===== src/rtl/csr_trap_seq_if.sv =====
// Bundle of the request, CSR-file and redirect signals around csr_trap_seq.
// slave = the sequencer, master = the pipeline/CSR-file side that drives it.
interface csr_trap_seq_if #(
  parameter int unsigned XLEN = 64
);
  logic            insn_req;
  logic [11:0]     insn_addr;
  logic [1:0]      insn_funct;
  logic [XLEN-1:0] insn_wdata;
  logic            insn_ack;
  logic            trap_req;
  logic [XLEN-1:0] trap_cause;
  logic [XLEN-1:0] trap_pc;
  logic [XLEN-1:0] trap_tval;
  logic            mret_req;
  logic [XLEN-1:0] mstatus_i;
  logic [XLEN-1:0] mtvec_i;
  logic [XLEN-1:0] mepc_i;
  logic [11:0]     csr_addr;
  logic [1:0]      csr_funct;
  logic [XLEN-1:0] csr_wdata;
  logic            csr_wen;
  logic            redirect_valid;
  logic [XLEN-1:0] redirect_pc;
  logic            busy;

  modport slave (
    input  insn_req, insn_addr, insn_funct, insn_wdata,
    input  trap_req, trap_cause, trap_pc, trap_tval, mret_req,
    input  mstatus_i, mtvec_i, mepc_i,
    output insn_ack, csr_addr, csr_funct, csr_wdata, csr_wen,
    output redirect_valid, redirect_pc, busy
  );

  modport master (
    output insn_req, insn_addr, insn_funct, insn_wdata,
    output trap_req, trap_cause, trap_pc, trap_tval, mret_req,
    output mstatus_i, mtvec_i, mepc_i,
    input  insn_ack, csr_addr, csr_funct, csr_wdata, csr_wen,
    input  redirect_valid, redirect_pc, busy
  );
endinterface


===== src/rtl/csr_trap_seq.sv =====
// Owns the M-mode CSR write port: passes CSR instructions through, sequences trap entry and mret.
// Optional: define VECTORED_TRAP_EN to honour mtvec vectored mode for interrupts.
module csr_trap_seq #(
  parameter int unsigned XLEN = 64
) (
  input logic           clk,
  input logic           rst,
  csr_trap_seq_if.slave bus
);

  localparam logic [11:0] AddrMstatus = 12'h300;
  localparam logic [11:0] AddrMepc    = 12'h341;
  localparam logic [11:0] AddrMcause  = 12'h342;
  localparam logic [11:0] AddrMtval   = 12'h343;
  localparam logic [1:0]  FunctRw     = 2'b01;

  typedef enum logic [2:0] {
    StIdle, StTEpc, StTCause, StTTval, StTStatus, StTJump, StMStatus, StMJump
  } state_e;

  state_e          state_q, state_d;
  logic [XLEN-1:0] pc_q, cause_q, tval_q;

  logic [11:0]     csr_addr;
  logic [1:0]      csr_funct;
  logic [XLEN-1:0] csr_wdata;
  logic            csr_wen;
  logic            insn_ack;
  logic            redirect_valid;
  logic [XLEN-1:0] redirect_pc;
  logic [XLEN-1:0] tvec_base;
  logic [XLEN-1:0] trap_target;

  assign tvec_base = {bus.mtvec_i[XLEN-1:2], 2'b00};

`ifdef VECTORED_TRAP_EN
  // Interrupts in vectored mode jump to base + 4*code; the interrupt flag itself is dropped.
  assign trap_target = (bus.mtvec_i[1:0] == 2'b01 && cause_q[XLEN-1]) ?
                       tvec_base + {cause_q[XLEN-3:0], 2'b00} : tvec_base;
`else
  logic unused_mtvec_mode;
  assign unused_mtvec_mode = ^bus.mtvec_i[1:0];
  assign trap_target       = tvec_base;
`endif

  always_ff @(posedge clk) begin
    if (rst) begin
      state_q <= StIdle;
    end else begin
      state_q <= state_d;
    end
  end

  always_ff @(posedge clk) begin
    if (rst) begin
      pc_q    <= '0;
      cause_q <= '0;
      tval_q  <= '0;
    end else if (state_q == StIdle && bus.trap_req) begin
      pc_q    <= bus.trap_pc;
      cause_q <= bus.trap_cause;
      tval_q  <= bus.trap_tval;
    end
  end

  always_comb begin
    state_d = state_q;
    unique case (state_q)
      StIdle: begin
        if (bus.trap_req) begin
          state_d = StTEpc;
        end else if (bus.mret_req) begin
          state_d = StMStatus;
        end
      end
      StTEpc:    state_d = StTCause;
      StTCause:  state_d = StTTval;
      StTTval:   state_d = StTStatus;
      StTStatus: state_d = StTJump;
      StTJump:   state_d = StIdle;
      StMStatus: state_d = StMJump;
      StMJump:   state_d = StIdle;
      default:   state_d = StIdle;
    endcase
  end

  always_comb begin
    csr_addr       = '0;
    csr_funct      = '0;
    csr_wdata      = '0;
    csr_wen        = 1'b0;
    insn_ack       = 1'b0;
    redirect_valid = 1'b0;
    redirect_pc    = '0;
    unique case (state_q)
      StIdle: begin
        // Instructions yield to trap/mret and are never acknowledged while in reset.
        if (!rst && !bus.trap_req && !bus.mret_req && bus.insn_req) begin
          csr_addr  = bus.insn_addr;
          csr_funct = bus.insn_funct;
          csr_wdata = bus.insn_wdata;
          csr_wen   = 1'b1;
          insn_ack  = 1'b1;
        end
      end
      StTEpc: begin
        csr_addr  = AddrMepc;
        csr_funct = FunctRw;
        csr_wdata = {pc_q[XLEN-1:2], 2'b00};
        csr_wen   = 1'b1;
      end
      StTCause: begin
        csr_addr  = AddrMcause;
        csr_funct = FunctRw;
        csr_wdata = cause_q;
        csr_wen   = 1'b1;
      end
      StTTval: begin
        csr_addr  = AddrMtval;
        csr_funct = FunctRw;
        csr_wdata = tval_q;
        csr_wen   = 1'b1;
      end
      StTStatus: begin
        csr_addr         = AddrMstatus;
        csr_funct        = FunctRw;
        csr_wdata        = bus.mstatus_i;
        csr_wdata[7]     = bus.mstatus_i[3];
        csr_wdata[3]     = 1'b0;
        csr_wdata[12:11] = 2'b11;
        csr_wen          = 1'b1;
      end
      StTJump: begin
        redirect_valid = 1'b1;
        redirect_pc    = trap_target;
      end
      StMStatus: begin
        csr_addr     = AddrMstatus;
        csr_funct    = FunctRw;
        csr_wdata    = bus.mstatus_i;
        csr_wdata[3] = bus.mstatus_i[7];
        csr_wdata[7] = 1'b1;
        csr_wen      = 1'b1;
      end
      StMJump: begin
        redirect_valid = 1'b1;
        redirect_pc    = bus.mepc_i;
      end
      default: ;
    endcase
  end

  assign bus.csr_addr       = csr_addr;
  assign bus.csr_funct      = csr_funct;
  assign bus.csr_wdata      = csr_wdata;
  assign bus.csr_wen        = csr_wen;
  assign bus.insn_ack       = insn_ack;
  assign bus.redirect_valid = redirect_valid;
  assign bus.redirect_pc    = redirect_pc;
  assign bus.busy           = (state_q != StIdle);

endmodule


===== src/flat_wrapper.sv =====
// flat-port wrapper written by rule: the top's interface ports become plain ports
module csr_trap_seq_flat 
#(
  parameter int unsigned XLEN = 64
)
  (clk, rst, bus_insn_req, bus_insn_addr, bus_insn_funct, bus_insn_wdata, bus_trap_req, bus_trap_cause, bus_trap_pc, bus_trap_tval, bus_mret_req, bus_mstatus_i, bus_mtvec_i, bus_mepc_i, bus_insn_ack, bus_csr_addr, bus_csr_funct, bus_csr_wdata, bus_csr_wen, bus_redirect_valid, bus_redirect_pc, bus_busy);
  csr_trap_seq_if #(.XLEN(XLEN)) bus_i ();
  input logic clk;
  input logic rst;
  input wire logic [$bits(bus_i.insn_req)-1:0] bus_insn_req;
  input wire logic [$bits(bus_i.insn_addr)-1:0] bus_insn_addr;
  input wire logic [$bits(bus_i.insn_funct)-1:0] bus_insn_funct;
  input wire logic [$bits(bus_i.insn_wdata)-1:0] bus_insn_wdata;
  input wire logic [$bits(bus_i.trap_req)-1:0] bus_trap_req;
  input wire logic [$bits(bus_i.trap_cause)-1:0] bus_trap_cause;
  input wire logic [$bits(bus_i.trap_pc)-1:0] bus_trap_pc;
  input wire logic [$bits(bus_i.trap_tval)-1:0] bus_trap_tval;
  input wire logic [$bits(bus_i.mret_req)-1:0] bus_mret_req;
  input wire logic [$bits(bus_i.mstatus_i)-1:0] bus_mstatus_i;
  input wire logic [$bits(bus_i.mtvec_i)-1:0] bus_mtvec_i;
  input wire logic [$bits(bus_i.mepc_i)-1:0] bus_mepc_i;
  output wire logic [$bits(bus_i.insn_ack)-1:0] bus_insn_ack;
  output wire logic [$bits(bus_i.csr_addr)-1:0] bus_csr_addr;
  output wire logic [$bits(bus_i.csr_funct)-1:0] bus_csr_funct;
  output wire logic [$bits(bus_i.csr_wdata)-1:0] bus_csr_wdata;
  output wire logic [$bits(bus_i.csr_wen)-1:0] bus_csr_wen;
  output wire logic [$bits(bus_i.redirect_valid)-1:0] bus_redirect_valid;
  output wire logic [$bits(bus_i.redirect_pc)-1:0] bus_redirect_pc;
  output wire logic [$bits(bus_i.busy)-1:0] bus_busy;
  assign bus_i.insn_req = bus_insn_req;
  assign bus_i.insn_addr = bus_insn_addr;
  assign bus_i.insn_funct = bus_insn_funct;
  assign bus_i.insn_wdata = bus_insn_wdata;
  assign bus_i.trap_req = bus_trap_req;
  assign bus_i.trap_cause = bus_trap_cause;
  assign bus_i.trap_pc = bus_trap_pc;
  assign bus_i.trap_tval = bus_trap_tval;
  assign bus_i.mret_req = bus_mret_req;
  assign bus_i.mstatus_i = bus_mstatus_i;
  assign bus_i.mtvec_i = bus_mtvec_i;
  assign bus_i.mepc_i = bus_mepc_i;
  assign bus_insn_ack = bus_i.insn_ack;
  assign bus_csr_addr = bus_i.csr_addr;
  assign bus_csr_funct = bus_i.csr_funct;
  assign bus_csr_wdata = bus_i.csr_wdata;
  assign bus_csr_wen = bus_i.csr_wen;
  assign bus_redirect_valid = bus_i.redirect_valid;
  assign bus_redirect_pc = bus_i.redirect_pc;
  assign bus_busy = bus_i.busy;
  csr_trap_seq #(.XLEN(XLEN)) u_core (.clk(clk), .rst(rst), .bus(bus_i));
endmodule

===== config.mk =====
export PLATFORM = sky130hd
export DESIGN_NAME = csr_trap_seq_flat
export DESIGN_NICKNAME = d
export VERILOG_FILES = /design/src/rtl/csr_trap_seq_if.sv /design/src/rtl/csr_trap_seq.sv /design/src/flat_wrapper.sv
export SDC_FILE = /design/constraint.sdc
export NUM_CORES = 1
export LEC_CHECK = 0
export BUFFER_PORTS_ARGS = -buffer_cell sky130_fd_sc_hd__buf_2
export CORE_AREA = 4 4 234 236
export CTS_CLUSTER_SIZE = 28
export DETAILED_ROUTE_END_ITERATION = 6
export DIE_AREA = 0 0 238 240
export SYNTH_ARGS = -nofsm -noshare
export SYNTH_HDL_FRONTEND = slang
export SYNTH_SLANG_ARGS = --single-unit

===== constraint.sdc =====
create_clock -name clk -period 4 [get_ports clk]
set_input_delay 0.8 -clock clk [delete_from_list [all_inputs] [get_ports clk]]
set_output_delay 0.8 -clock clk [all_outputs]
set_load 0.01 [all_outputs]

==> impl_metrics.ini, run 1 <==
[die]
num_rows = 84
io_pins = 613
initial_core_util_pct = 19.21
die_area_um2 = 57120
die_h_um = 240
die_w_um = 238
core-area_um2 = 52450

[placed_design]
dp.final_hpwl_mm = 41.95
routabilityCongestion = 0.9769
portBuffers = 608
post-place-ws_ns = 0.7570
place_area_um2 = 13680
dp_cells = 2510

[sta]
max_slew_margin_pct = 39.09
max_slew.worst_pin.slew_ns = 0.9136
fin_crit_ns = 3.496
fmax_ghz = 0.2861
hold_viol = 0
setup_violations = 0
holdWs_ns = 0.4536
clock_skew_ns = 0.01324
rsz0062_at_grt = no
setup_slack_ns = 0.5045
finalMaxSlewViolations = 0
fin_tns_setup_ns = 0
period_share_pct = 87.39

[power]
p_leak_nw = 6.701
comb_power_share_pct = 28.5
swShare_pct = 34.59
cellPowerDensity_nw_per_um2 = 383.1
switching_power_mw = 1.891
peakVddDrop_uv = 249.2
seqPwrFrac_pct = 40.3
power_mw = 5.466
clockPowerShare_pct = 31.2
p_int_mw = 3.575

[grt]
overflow = 0
antenna_found_initial = 18
grt_first_pass_wirelength_mm = 74.15
grt_usage_pct = 17.55
grt_max_degree = 108
grt_pass1_vias = 10780

[final_layout]
fin_util_pct = 27.20
final_cells = 2546
drive_above_1_share_pct = 36.64
nNetsFinal = 2308
final_common_cell = buf_2
stdcell_area_um2 = 14270
area_delta_synth_final_pct = 41.65
layout_common_cells = buf_2 (607), nand2_1 (383), a21oi_1 (195)

[cts]
post_cts_resized = 0
root_buffer = clkbuf_16
post_cts_buffers = 0
htree_num_levels = 4
cts_made_buffers = 17
clock_latency_ns = 0.48
clk_pin_slew_ns = 0.08
cts_buffer_depth = 2
hold_buffers = 0
clock_sinks = 193
cts_tree = done

[drt]
vias = 11330
wirelength_mm = 52.88
vias_per_cell = 4.449
wl_per_cell_um = 20.77
drtIter0Drc = 598
drc = 0
dr.pass1.iters = 5
drtAntennaViolNets = 0

[critical_path]
critPathKind = flip-flop to primary output
endpoint_kind = primary output
cp.arrival_ns = 2.70
crit_fanout = 28
start_kind = flip-flop
required_ns = 3.20

[run]
maxCapViolations = 0

[logic_synthesis]
syn_inst = 1309
async_flop_share_pct = 0
synth_cell_types = 32
yosysWarnings = 0
synth_area_per_cell_um2 = 7.695
synth_seq_area_share_pct = 38.36
syn_nets = 1776
synth-edff-count = 0
ys_seq_elements = 193
syn_area_um2 = 10070
synthFlopType = dfxtp_1

[run_status]
outcome = finished, final reports clean

[min_path]
hp-class = flip-flop to flip-flop
## cell families (layout without fill, tap and decap cells)
logic type | after synthesis | count (layout) | synth area share (%)
compound gates | 328 | 328 | 21.88
buf+inv | 127 | 671 | 6.410
other cells | 0 | 5 | 0
flops | 193 | 193 | 38.36
mux | 126 | 126 | 12.52
simple gates | 535 | 535 | 20.83
## path summary, 6_finish.rpt
check             slack [ns]                 end  depth (start not counted)               start
setup / recovery        0.50   bus_csr_wdata[63]                          5   u_core.state_q[0]
hold / removal          0.45  u_core.cause_q[30]                          2  u_core.cause_q[30]
setup reg to reg        1.37     u_core.pc_q[28]                          5   u_core.state_q[0]
hold reg to reg         0.45  u_core.cause_q[30]                          2  u_core.cause_q[30]
## state kept, by name (all words and copies together) (netlist names)
name            cells
u_core.cause_q     64
u_core.tval_q      64
u_core.pc_q        62
u_core.state_q      3
## cells in the mapped netlist, drive strengths merged (3+ instances only)
cell type,number,area (um^2)
nand2,384,1441
a21oi,195,975.9
dfxtp,193,3864
mux2i,126,1261
nor2,124,465.5
buf,67,420.4
a211o,56,490.5
a32o,56,560.5
clkbuf,56,210.2
and3,10,62.56
a221o,8,80.08
inv,4,15.01
nor2b,4,25.02
nand2b,3,18.77
nor3,3,15.01
o22ai,3,18.77
## critical path, cell delays in order, from the launching register on
cell and delay (ns):
dfxtp_4 0.69, buf_4 0.47, mux2i_1 0.14, o2bb2ai_1 0.56, a221o_1 0.22, buf_2 0.13
## per-layer routing
layer | global-route usage, % | wire (um)
met4 | 4.151 | 756
met2 | 26.79 | 23370
met1 | 24.49 | 24420
met3 | 5.139 | 4235
met5 | 0 | 98
## cell type report
type | count | area [um^2]
clock inverter | 13 | 122.6
fill | 5864 | 38180
inverter | 4 | 15.01
clock buffer | 18 | 450.4
timing repair buffer | 636 | 3334
sequential | 193 | 3871
tap | 688 | 860.8
multi-input combinational | 989 | 5600
antenna | 5 | 12.51
## power groups by stage
stage	clock network (mW)	logic (mW)	registers, mW
floorplan	0	0.937	2.18
detailed placement	0	1.56	2.25
global placement	0	1.56	2.25
finish	1.71	1.56	2.20
CTS	1.79	1.57	2.20
global route	1.83	1.71	2.22
No activity file was read; power rests on OpenSTA's default activity.
==> run 2: changes to the inputs <==
==> constraint.sdc (replaced) <==
create_clock -name clk -period 4 [get_ports clk]
set_input_delay 0.2 -clock clk [delete_from_list [all_inputs] [get_ports clk]]
set_output_delay 0.2 -clock clk [all_outputs]
set_load 0.01 [all_outputs]
==> impl_metrics.ini, run 2 (same netlist as run 1, synthesis figures left out) <==
[critical_path]
endpoint = bus_csr_wdata[27]
r2r_cells = 4
start_kind = flip-flop
critPathKind = flip-flop to primary output
required_ns = 3.80
r2r-end = u_core.pc_q[34]
ff2ff_setup_slack_ns = 1.48
reg2reg_from = u_core.state_q[0]
startpoint = u_core.state_q[0]
cp.arrival_ns = 3.08
crit_fanout = 28
endpoint_kind = primary output

[power]
peakVddDrop_uv = 257.3
cellPowerDensity_nw_per_um2 = 352.6
power_mw = 5.664
p_leak_nw = 7.453

[run]
maxCapViolations = 0

[die]
initial_core_util_pct = 19.21
io_pins = 613
core-area_um2 = 52450
num_rows = 84
die_w_um = 238
die_h_um = 240
die_area_um2 = 57120

[drt]
dr.pass1.iters = 5
vias = 12080
wl_per_cell_um = 19.82
vias_per_cell = 4.434
drc = 0
drtIter0Drc = 762
drtAntennaViolNets = 0
wirelength_mm = 54.01

[grt]
grt_max_degree = 118
grt_first_pass_wirelength_mm = 76.90
grt_usage_pct = 17.90
antenna_found_initial = 10
grt_pass1_vias = 11830
overflow = 0

[cts]
cts_made_buffers = 17
htree_num_levels = 4
root_buffer = clkbuf_16
clock_latency_ns = 0.48
post_cts_buffers = 0
clk_pin_slew_ns = 0.08
clock_sinks = 193
cts_tree = done
post_cts_resized = 0
cts_buffer_depth = 2

[sta]
fmax_ghz = 0.3045
finalMaxSlewViolations = 0
fin_crit_ns = 3.284
fin_tns_setup_ns = 0
clock_skew_ns = 0.01205
setup_slack_ns = 0.7156
setup_violations = 0
hold_viol = 0
holdWs_ns = 0.05003
period_share_pct = 82.11
rsz0062_at_grt = no
max_slew.worst_pin.slew_ns = 0.9170
max_slew_margin_pct = 37.12

[final_layout]
largest_registers = u_core.cause_q x64, u_core.tval_q x64, u_core.pc_q x62
final_common_cell = buf_2
layout_common_cells = buf_2 (607), nand2_1 (383), a21oi_1 (195)
fin_util_pct = 30.63
stdcell_area_um2 = 16070
final_cells = 2725
fillers = 5632
nNetsFinal = 2489
area_delta_synth_final_pct = 59.50
drive_above_1_share_pct = 33.14

[placed_design]
place_area_um2 = 13610
post-place-ws_ns = 1.261
portBuffers = 608
routabilityCongestion = 0.9689
dp_cells = 2505
dp.final_hpwl_mm = 40.51

[min_path]
hp-class = input port to flip-flop

[run_status]
outcome = finished, final reports clean
run 2: cell count changes in the layout (fill, tap and decap cells not counted):
cell | before | now
clkinv_8 | 1 | 0
diode_2 | 5 | 3
dlygate4sd3_1 | 0 | 186
clkinv_4 | 4 | 1
inv_6 | 2 | 4
bufinv_16 | 0 | 1
buf_12 | 6 | 3
inv_8 | 3 | 4
buf_4 | 22 | 20
run 2: cell type report:
class / count / area, um^2 / area share [%]
Clock inverter: 13 / 138.9 / 0.8645
Sequential cell: 193 / 3871 / 24.10
Antenna cell: 3 / 7.507 / 0.04673
Clock buffer: 18 / 450.4 / 2.804
Inverter: 4 / 15.01 / 0.09346
Tap cell: 688 / 860.8 / 5.358
Timing Repair Buffer: 817 / 5121 / 31.88
Multi-Input combinational cell: 989 / 5600 / 34.86
run 2: power by group:
part / switching, mW / internal, mW
Sequential: 0.116 / 2.08
Combinational: 0.943 / 0.743
Clock: 0.866 / 0.915
Total: 1.93 / 3.74
run 2: worst min path at each step:
| stage | from | endpoint | slack (ns) | cells past startpoint |
|---|---|---|---|---|
| finish | bus_trap_tval[10] | u_core.tval_q[10] | 0.05 | 3 |
| global route | bus_trap_tval[10] | u_core.tval_q[10] | 0.04 | 3 |
| CTS | bus_trap_pc[2] | u_core.pc_q[2] | 0.007 | 3 |
| detailed placement | bus_trap_pc[42] | u_core.pc_q[42] | 0.45 | 3 |
| global placement | u_core.cause_q[45] | u_core.cause_q[45] | 0.44 | 2 |
| floorplan | bus_trap_pc[3] | u_core.pc_q[3] | 0.34 | 2 |
run 2: critical path, stage by stage (launching register included):
cell and delay [ns]:
dfxtp_4 0.50, nor3_1 0.71, and2_4 0.56, buf_4 0.42
a211o_1 0.21, buf_2 0.15
run 2: what timing repair did:
item	in CTS	in global routing
hold buffers	186	0
endpoints found under the hold margin	186	0
setup endpoints to repair	0	0
run 2: routing by layer:
metal,vias to the layer above,GRT usage (%),part of all wire [%]
met3,48,4.474,7.9
met5,-,0,0.076
met2,458,27.63,45
met1,5633,24.84,46
met4,6,5.119,1.6
li1,5937,-,-
